`src/rtl/salvo_fire_scheduler.sv`:
```
// Salvo fire scheduler: round-robin pylon selection with ack wait and gap timing.
// Optional ack timeout with sticky pylon fault masking: define SALVO_ACK_TIMEOUT_EN.
module salvo_fire_scheduler #(
    parameter int GAP_CYCLES  = 4,
    parameter int ACK_TIMEOUT = 8
) (
    input  logic       clk,
    input  logic       rst,
    input  logic       target_locked,
    input  logic       salvo_req,
    input  logic [2:0] salvo_size,
    input  logic [3:0] pylon_ready,
    input  logic [3:0] launch_ack,
    output logic [3:0] fire_cmd,
    output logic       salvo_busy,
    output logic       salvo_done,
    output logic       salvo_err,
    output logic [2:0] launched_count,
    output logic [3:0] fault_mask,
    output logic [1:0] sched_state
);

    typedef enum logic [1:0] {
        S_IDLE  = 2'b00,
        S_ISSUE = 2'b01,
        S_WAIT  = 2'b10,
        S_GAP   = 2'b11
    } state_t;

`ifdef SALVO_ACK_TIMEOUT_EN
    localparam logic TMO_EN = 1'b1;
`else
    localparam logic TMO_EN = 1'b0;
`endif

    localparam logic [3:0] GAP_LAST = 4'(GAP_CYCLES - 1);
    localparam logic [3:0] TMO_LAST = 4'(ACK_TIMEOUT - 1);

    state_t     state_q, state_d;
    logic [1:0] ptr_q, ptr_d;
    logic [1:0] sel_q, sel_d;
    logic [2:0] size_q, size_d;
    logic [2:0] cnt_q, cnt_d;
    logic [3:0] fault_q, fault_d;
    logic [3:0] gap_q, gap_d;
    logic [3:0] tmo_q, tmo_d;
    logic       done_q, done_d;
    logic       err_q, err_d;

    logic [3:0] elig;
    logic [1:0] pick;
    logic       found;
    logic       acked;
    logic [2:0] cnt_inc;
    logic       size_ok;

    // Scan downward so the pylon closest to the pointer wins.
    always_comb begin : select
        elig  = pylon_ready & ~fault_q;
        pick  = ptr_q;
        found = 1'b0;
        for (int i = 3; i >= 0; i--) begin
            if (elig[ptr_q + 2'(i)]) begin
                pick  = ptr_q + 2'(i);
                found = 1'b1;
            end
        end
    end

    always_ff @(posedge clk) begin : state_reg
        if (rst) begin
            state_q <= S_IDLE;
            ptr_q   <= '0;
            sel_q   <= '0;
            size_q  <= '0;
            cnt_q   <= '0;
            fault_q <= '0;
            gap_q   <= '0;
            tmo_q   <= '0;
            done_q  <= 1'b0;
            err_q   <= 1'b0;
        end else begin
            state_q <= state_d;
            ptr_q   <= ptr_d;
            sel_q   <= sel_d;
            size_q  <= size_d;
            cnt_q   <= cnt_d;
            fault_q <= fault_d;
            gap_q   <= gap_d;
            tmo_q   <= tmo_d;
            done_q  <= done_d;
            err_q   <= err_d;
        end
    end

    always_comb begin : next_state
        state_d = state_q;
        ptr_d   = ptr_q;
        sel_d   = sel_q;
        size_d  = size_q;
        cnt_d   = cnt_q;
        fault_d = fault_q;
        gap_d   = gap_q;
        tmo_d   = tmo_q;
        done_d  = 1'b0;
        err_d   = 1'b0;
        size_ok = (salvo_size != 3'd0) && (salvo_size <= 3'd4);
        acked   = launch_ack[sel_q];
        cnt_inc = cnt_q + 3'(acked);
        unique case (state_q)
            S_IDLE: begin
                if (salvo_req && target_locked && size_ok) begin
                    size_d  = salvo_size;
                    cnt_d   = '0;
                    state_d = S_ISSUE;
                end
            end
            S_ISSUE: begin
                if (!target_locked || !found) begin
                    state_d = S_IDLE;
                    done_d  = 1'b1;
                    err_d   = 1'b1;
                end else begin
                    sel_d   = pick;
                    ptr_d   = pick + 2'd1;
                    tmo_d   = '0;
                    state_d = S_WAIT;
                end
            end
            S_WAIT: begin
                // An ack coinciding with loss of lock still counts.
                if (!target_locked) begin
                    cnt_d   = cnt_inc;
                    state_d = S_IDLE;
                    done_d  = 1'b1;
                    err_d   = (cnt_inc != size_q);
                end else if (acked) begin
                    cnt_d = cnt_inc;
                    if (cnt_inc == size_q) begin
                        state_d = S_IDLE;
                        done_d  = 1'b1;
                    end else begin
                        gap_d   = '0;
                        state_d = S_GAP;
                    end
                end else if (TMO_EN && (tmo_q == TMO_LAST)) begin
                    fault_d[sel_q] = 1'b1;
                    state_d        = S_ISSUE;
                end else begin
                    tmo_d = tmo_q + 4'd1;
                end
            end
            S_GAP: begin
                if (!target_locked) begin
                    state_d = S_IDLE;
                    done_d  = 1'b1;
                    err_d   = 1'b1;
                end else if (gap_q == GAP_LAST) begin
                    state_d = S_ISSUE;
                end else begin
                    gap_d = gap_q + 4'd1;
                end
            end
            default: ;
        endcase
    end

    always_comb begin : outputs
        fire_cmd = '0;
        if ((state_q == S_ISSUE) && target_locked && found) begin
            fire_cmd[pick] = 1'b1;
        end
        salvo_busy = (state_q != S_IDLE);
    end

    assign salvo_done     = done_q;
    assign salvo_err      = err_q;
    assign launched_count = cnt_q;
    assign fault_mask     = fault_q;
    assign sched_state    = state_q;

endmodule

```
`config.mk`:
```
export PLATFORM = sky130hd
export DESIGN_NAME = salvo_fire_scheduler
export DESIGN_NICKNAME = d
export VERILOG_FILES = /design/src/rtl/salvo_fire_scheduler.sv
export SDC_FILE = /design/constraint.sdc
export NUM_CORES = 1
export LEC_CHECK = 0
export ABC_AREA = 0
export BUFFER_PORTS_ARGS = -buffer_cell sky130_fd_sc_hd__buf_4
export CAP_MARGIN = 25
export CORE_MARGIN = 1.5
export CORE_UTILIZATION = 29
export CTS_CLUSTER_SIZE = 10
export DETAILED_ROUTE_END_ITERATION = 10
export HOLD_SLACK_MARGIN = 0.08
export PLACE_DENSITY = 0.46
export SLEW_MARGIN = 15
export SYNTH_ARGS = -nofsm -noshare
export SYNTH_HDL_FRONTEND = slang
export SYNTH_SLANG_ARGS = --single-unit
```
`constraint.sdc`:
```
create_clock -name clk -period 2.3 [get_ports clk]
set_input_delay 0.345 -clock clk [delete_from_list [all_inputs] [get_ports clk]]
set_output_delay 0.345 -clock clk [all_outputs]
set_load 0.01 [all_outputs]
```
==> metrics.md <==
| Metric | Value |
|---|---|
| Largest stage delay, worst path | `0.53 ns` |
| Final nets | `191` |
| YS warnings | `0` |
| Area grow syn2layout | `25.7%` |
| GR Util met3 | `2.11%` |
| Post-synth EDFFs | `0` |
| Antenna violations before repair | `0` |
| Clk_lat worst skew | `0.26 ns` |
| Global route overflow | `0` |
| Top cells by area, synth | `dfxtp_1 29%, ha_1 7.0%, nor2_1 3.6%` |
| First-pass GRT wire length | `4.88 mm` |
| Top cell type by total area after synthesis | `dfxtp_1` |
| DRC | `0` |
| Critical path's slowest cell | `mux4_2` |
| Peak supply drop | `160 uV` |
| Global-route met2 utilization | `21.6%` |
| H-Tree Depth | `1` |
| Comb power frac | `17.5%` |
| Share of cells above drive strength 1 | `26.2%` |
| Longest Clk Path Bufs | `2` |
| Routability Congestion | `0.761` |
| Row cnt | `23` |
| Static leakage | `0.000685 uW` |
| Root buffer cell | `clkbuf_8` |
| WHS | `0.344 ns` |
| Max Slew Vio Count | `0` |
| Tcrit/Tclk final | `95.3%` |
| Netlist cell types | `48` |
| Drt first-iter violations | `43` |
| Critical path peak fanout | `3` |
| Post-DRT Antenna Nets | `0` |
| Async S/R FF share, synth | `0%` |
| Crit path required time | `2.46 ns` |
| Worst Skew | `0.00217 ns` |
| Final hold violations | `0` |
| FMAX | `0.456 GHz` |
| Largest net degree at the start of global routing | `19` |
| I/O pin total | `31` |
| Critical path, cell by cell | `mux4_2 > ha_2 > ha_4 > xnor2_1 > a31oi_1 > nand2_1 > a41o_1` |
| Post-layout instance area | `1570 sq um` |
| Pwr Total | `722 uW` |
| Vias post-DR | `1108` |
| Max-Cap Viols | `0` |
| Ant. Diodes | `0` |
| Setup slack at placement | `-0.0812 ns` |
| DIE HEIGHT | `68.7 microns` |
| Top_reg_cell synth | `dfxtp_1` |
| Total CTS buffers | `3` |
| Hold Path Class | `input pin to flop` |
| Starting Density | `30.6%` |
| Vias per inst | `5.08` |
| Placed inst area | `1500 sq um` |
| TritonCTS clock tree | `built` |
| Detailed Route WL | `2.96 mm` |
| Sequential Power Share | `45.2%` |
| Setup Buffers After CTS | `0` |
| Net switching power | `190 uW` |
| Yosys reg bits | `18` |
| Setup WS post-layout | `0.109 ns` |
| Clk network pwr share | `37.3%` |
| Power per cell area | `459 nW/um^2` |
| RSZ-0062 raised after global routing | `false` |
| Switching fraction of total power | `26.4%` |
| Drt first pass iters | `4` |
| CTS clk-pin slew, worst paths | `0.07 ns` |
| Fillers | `421` |
| Top Usage Layer GRT | `met2` |
| Hpwl dp | `2.23 mm` |
| Synth top area share | `28.8%` |
| M1 GR Usage | `18.6%` |
| Status | `finished clean` |
| Mean Syn Cell Area | `9.01 sq um` |
| GR Util All Layers | `13.8%` |
| Wirelength per Cell | `13.6 microns` |
| Arr. time, crit path | `2.35 ns` |
| Die area | `4720 sq um` |
| Post-Syn Area | `1250 sq um` |
| Worst setup SP type | `flop` |
| Cell internal pwr | `532 uW` |
| Clock Sinks | `18` |
| Die width | `68.7 microns` |
| CP Capture Type | `flop` |
| IO Port Bufs | `26` |
| Vias in the first global route | `1077` |
| Post-synthesis cell count | `139` |
| Critical path type | `flop to flop` |
| CTS Hold Buffers Added | `0` |
| Core Region | `4090 sq um` |
| Final Setup Violations | `0` |
| Sequential fraction of the synthesis area | `28.8%` |
| Final min period | `2.19 ns` |
-- worst max-delay path: cells and delay by family, from the launching register on --
kind / cells / cell delay (ns)
mux: 1 / 0.53
simple gates: 1 / 0.14
xor+xnor: 1 / 0.13
compound gates: 2 / 0.51
fa+ha+maj: 2 / 0.44
flops: 1 / 0.34
-- stage by stage --
step	cells	TNS, ns	utilization, %
2_1_floorplan	142	0	-
3_3_place_gp	214	-0.123	36.6
3_5_place_dp	214	-0.264	36.6
4_1_cts	218	0	38.0
5_1_grt	218	0	38.5
6_report	218	0	38.5
-- logic make-up after synthesis --
logic type	Yosys count	synth area share, %
other	1	0.299
DFF	18	28.8
and+or+nand+nor	55	26.1
buffers and inverters	16	6.89
adders and majority gates	7	6.99
xor gates and xnor gates	7	7.19
muxes	5	5.00
AOI/OAI and AO/OA	30	18.8
-- registers in the layout, indices dropped and copies added, names as in the netlist --
name	cells
gap_q	4
launched_count	3
size_q	3
ptr_q	2
sched_state	2
sel_q	2
salvo_done	1
salvo_err	1
-- metal layers --
metal / up-vias / part of all wire, %
li1: 562 / -
met2: 25 / 45
met4: 0 / 1.8
met5: - / 0
met3: 4 / 3.2
met1: 517 / 50
-- what timing repair did --
action / 4_1_cts / 5_1_grt
cloned: 0 / 0
gates resized for setup: 2 / 5
setup endpoints to repair: 3 / 6
pin swaps: 0 / 2
-- placed cells by master (no fill, tap or decap), drive strengths merged, types with 5 or more instances in the layout --
cell type and instances:
buf 30, dfxtp 18, nor2 12, inv 8
nand2 7, nor3 7, ha 7, nor2b 5
and2 5
-- worst paths after layout --
path	from	end	slack, ns	cells after the start
setup / recovery	sel_q[0]	gap_q[2]	0.11	7
hold / removal	salvo_size[0]	size_q[0]	0.34	3
setup reg to reg	sel_q[0]	gap_q[2]	0.11	7
hold reg to reg	sel_q[1]	sel_q[1]	0.48	2
-- Yosys cell counts, drive strengths merged (2+ instances only) --
cell type   n
inv         8
xnor2       3
a41o        2
mux2i       4
nand3       2
o32ai       3
a211oi      2
or4         2
xor2        2
and3        2
nand2       7
and2        5
o21bai      2
o21ai       4
a21oi       3
nor2       12
dfxtp      18
nor4b       2
nor3        7
nor2b       5
a31oi       4
buf         7
nand3b      3
ha          7
nand2b      4
-- power by group through the flow --
stage	logic, uW	registers, uW	clock network, uW
after detailed placement	124	334	0
final	126	327	269
after floorplan	81.9	332	0
after global placement	123	333	0
after CTS	125	326	279
after global routing	141	328	292
-- layout make-up --
cell class                      instances  area (sq um)  share of cell area, %
Sequential cell                        18           363                   23.1
Clock buffer                            4          55.1                   3.50
Multi-Input combinational cell        108           838                   53.3
Timing Repair Buffer                   30           225                   14.3
Inverter                                8          30.0                   1.91
Tap cell                               50          62.6                   3.97
(Power assumes the default switching activity.)
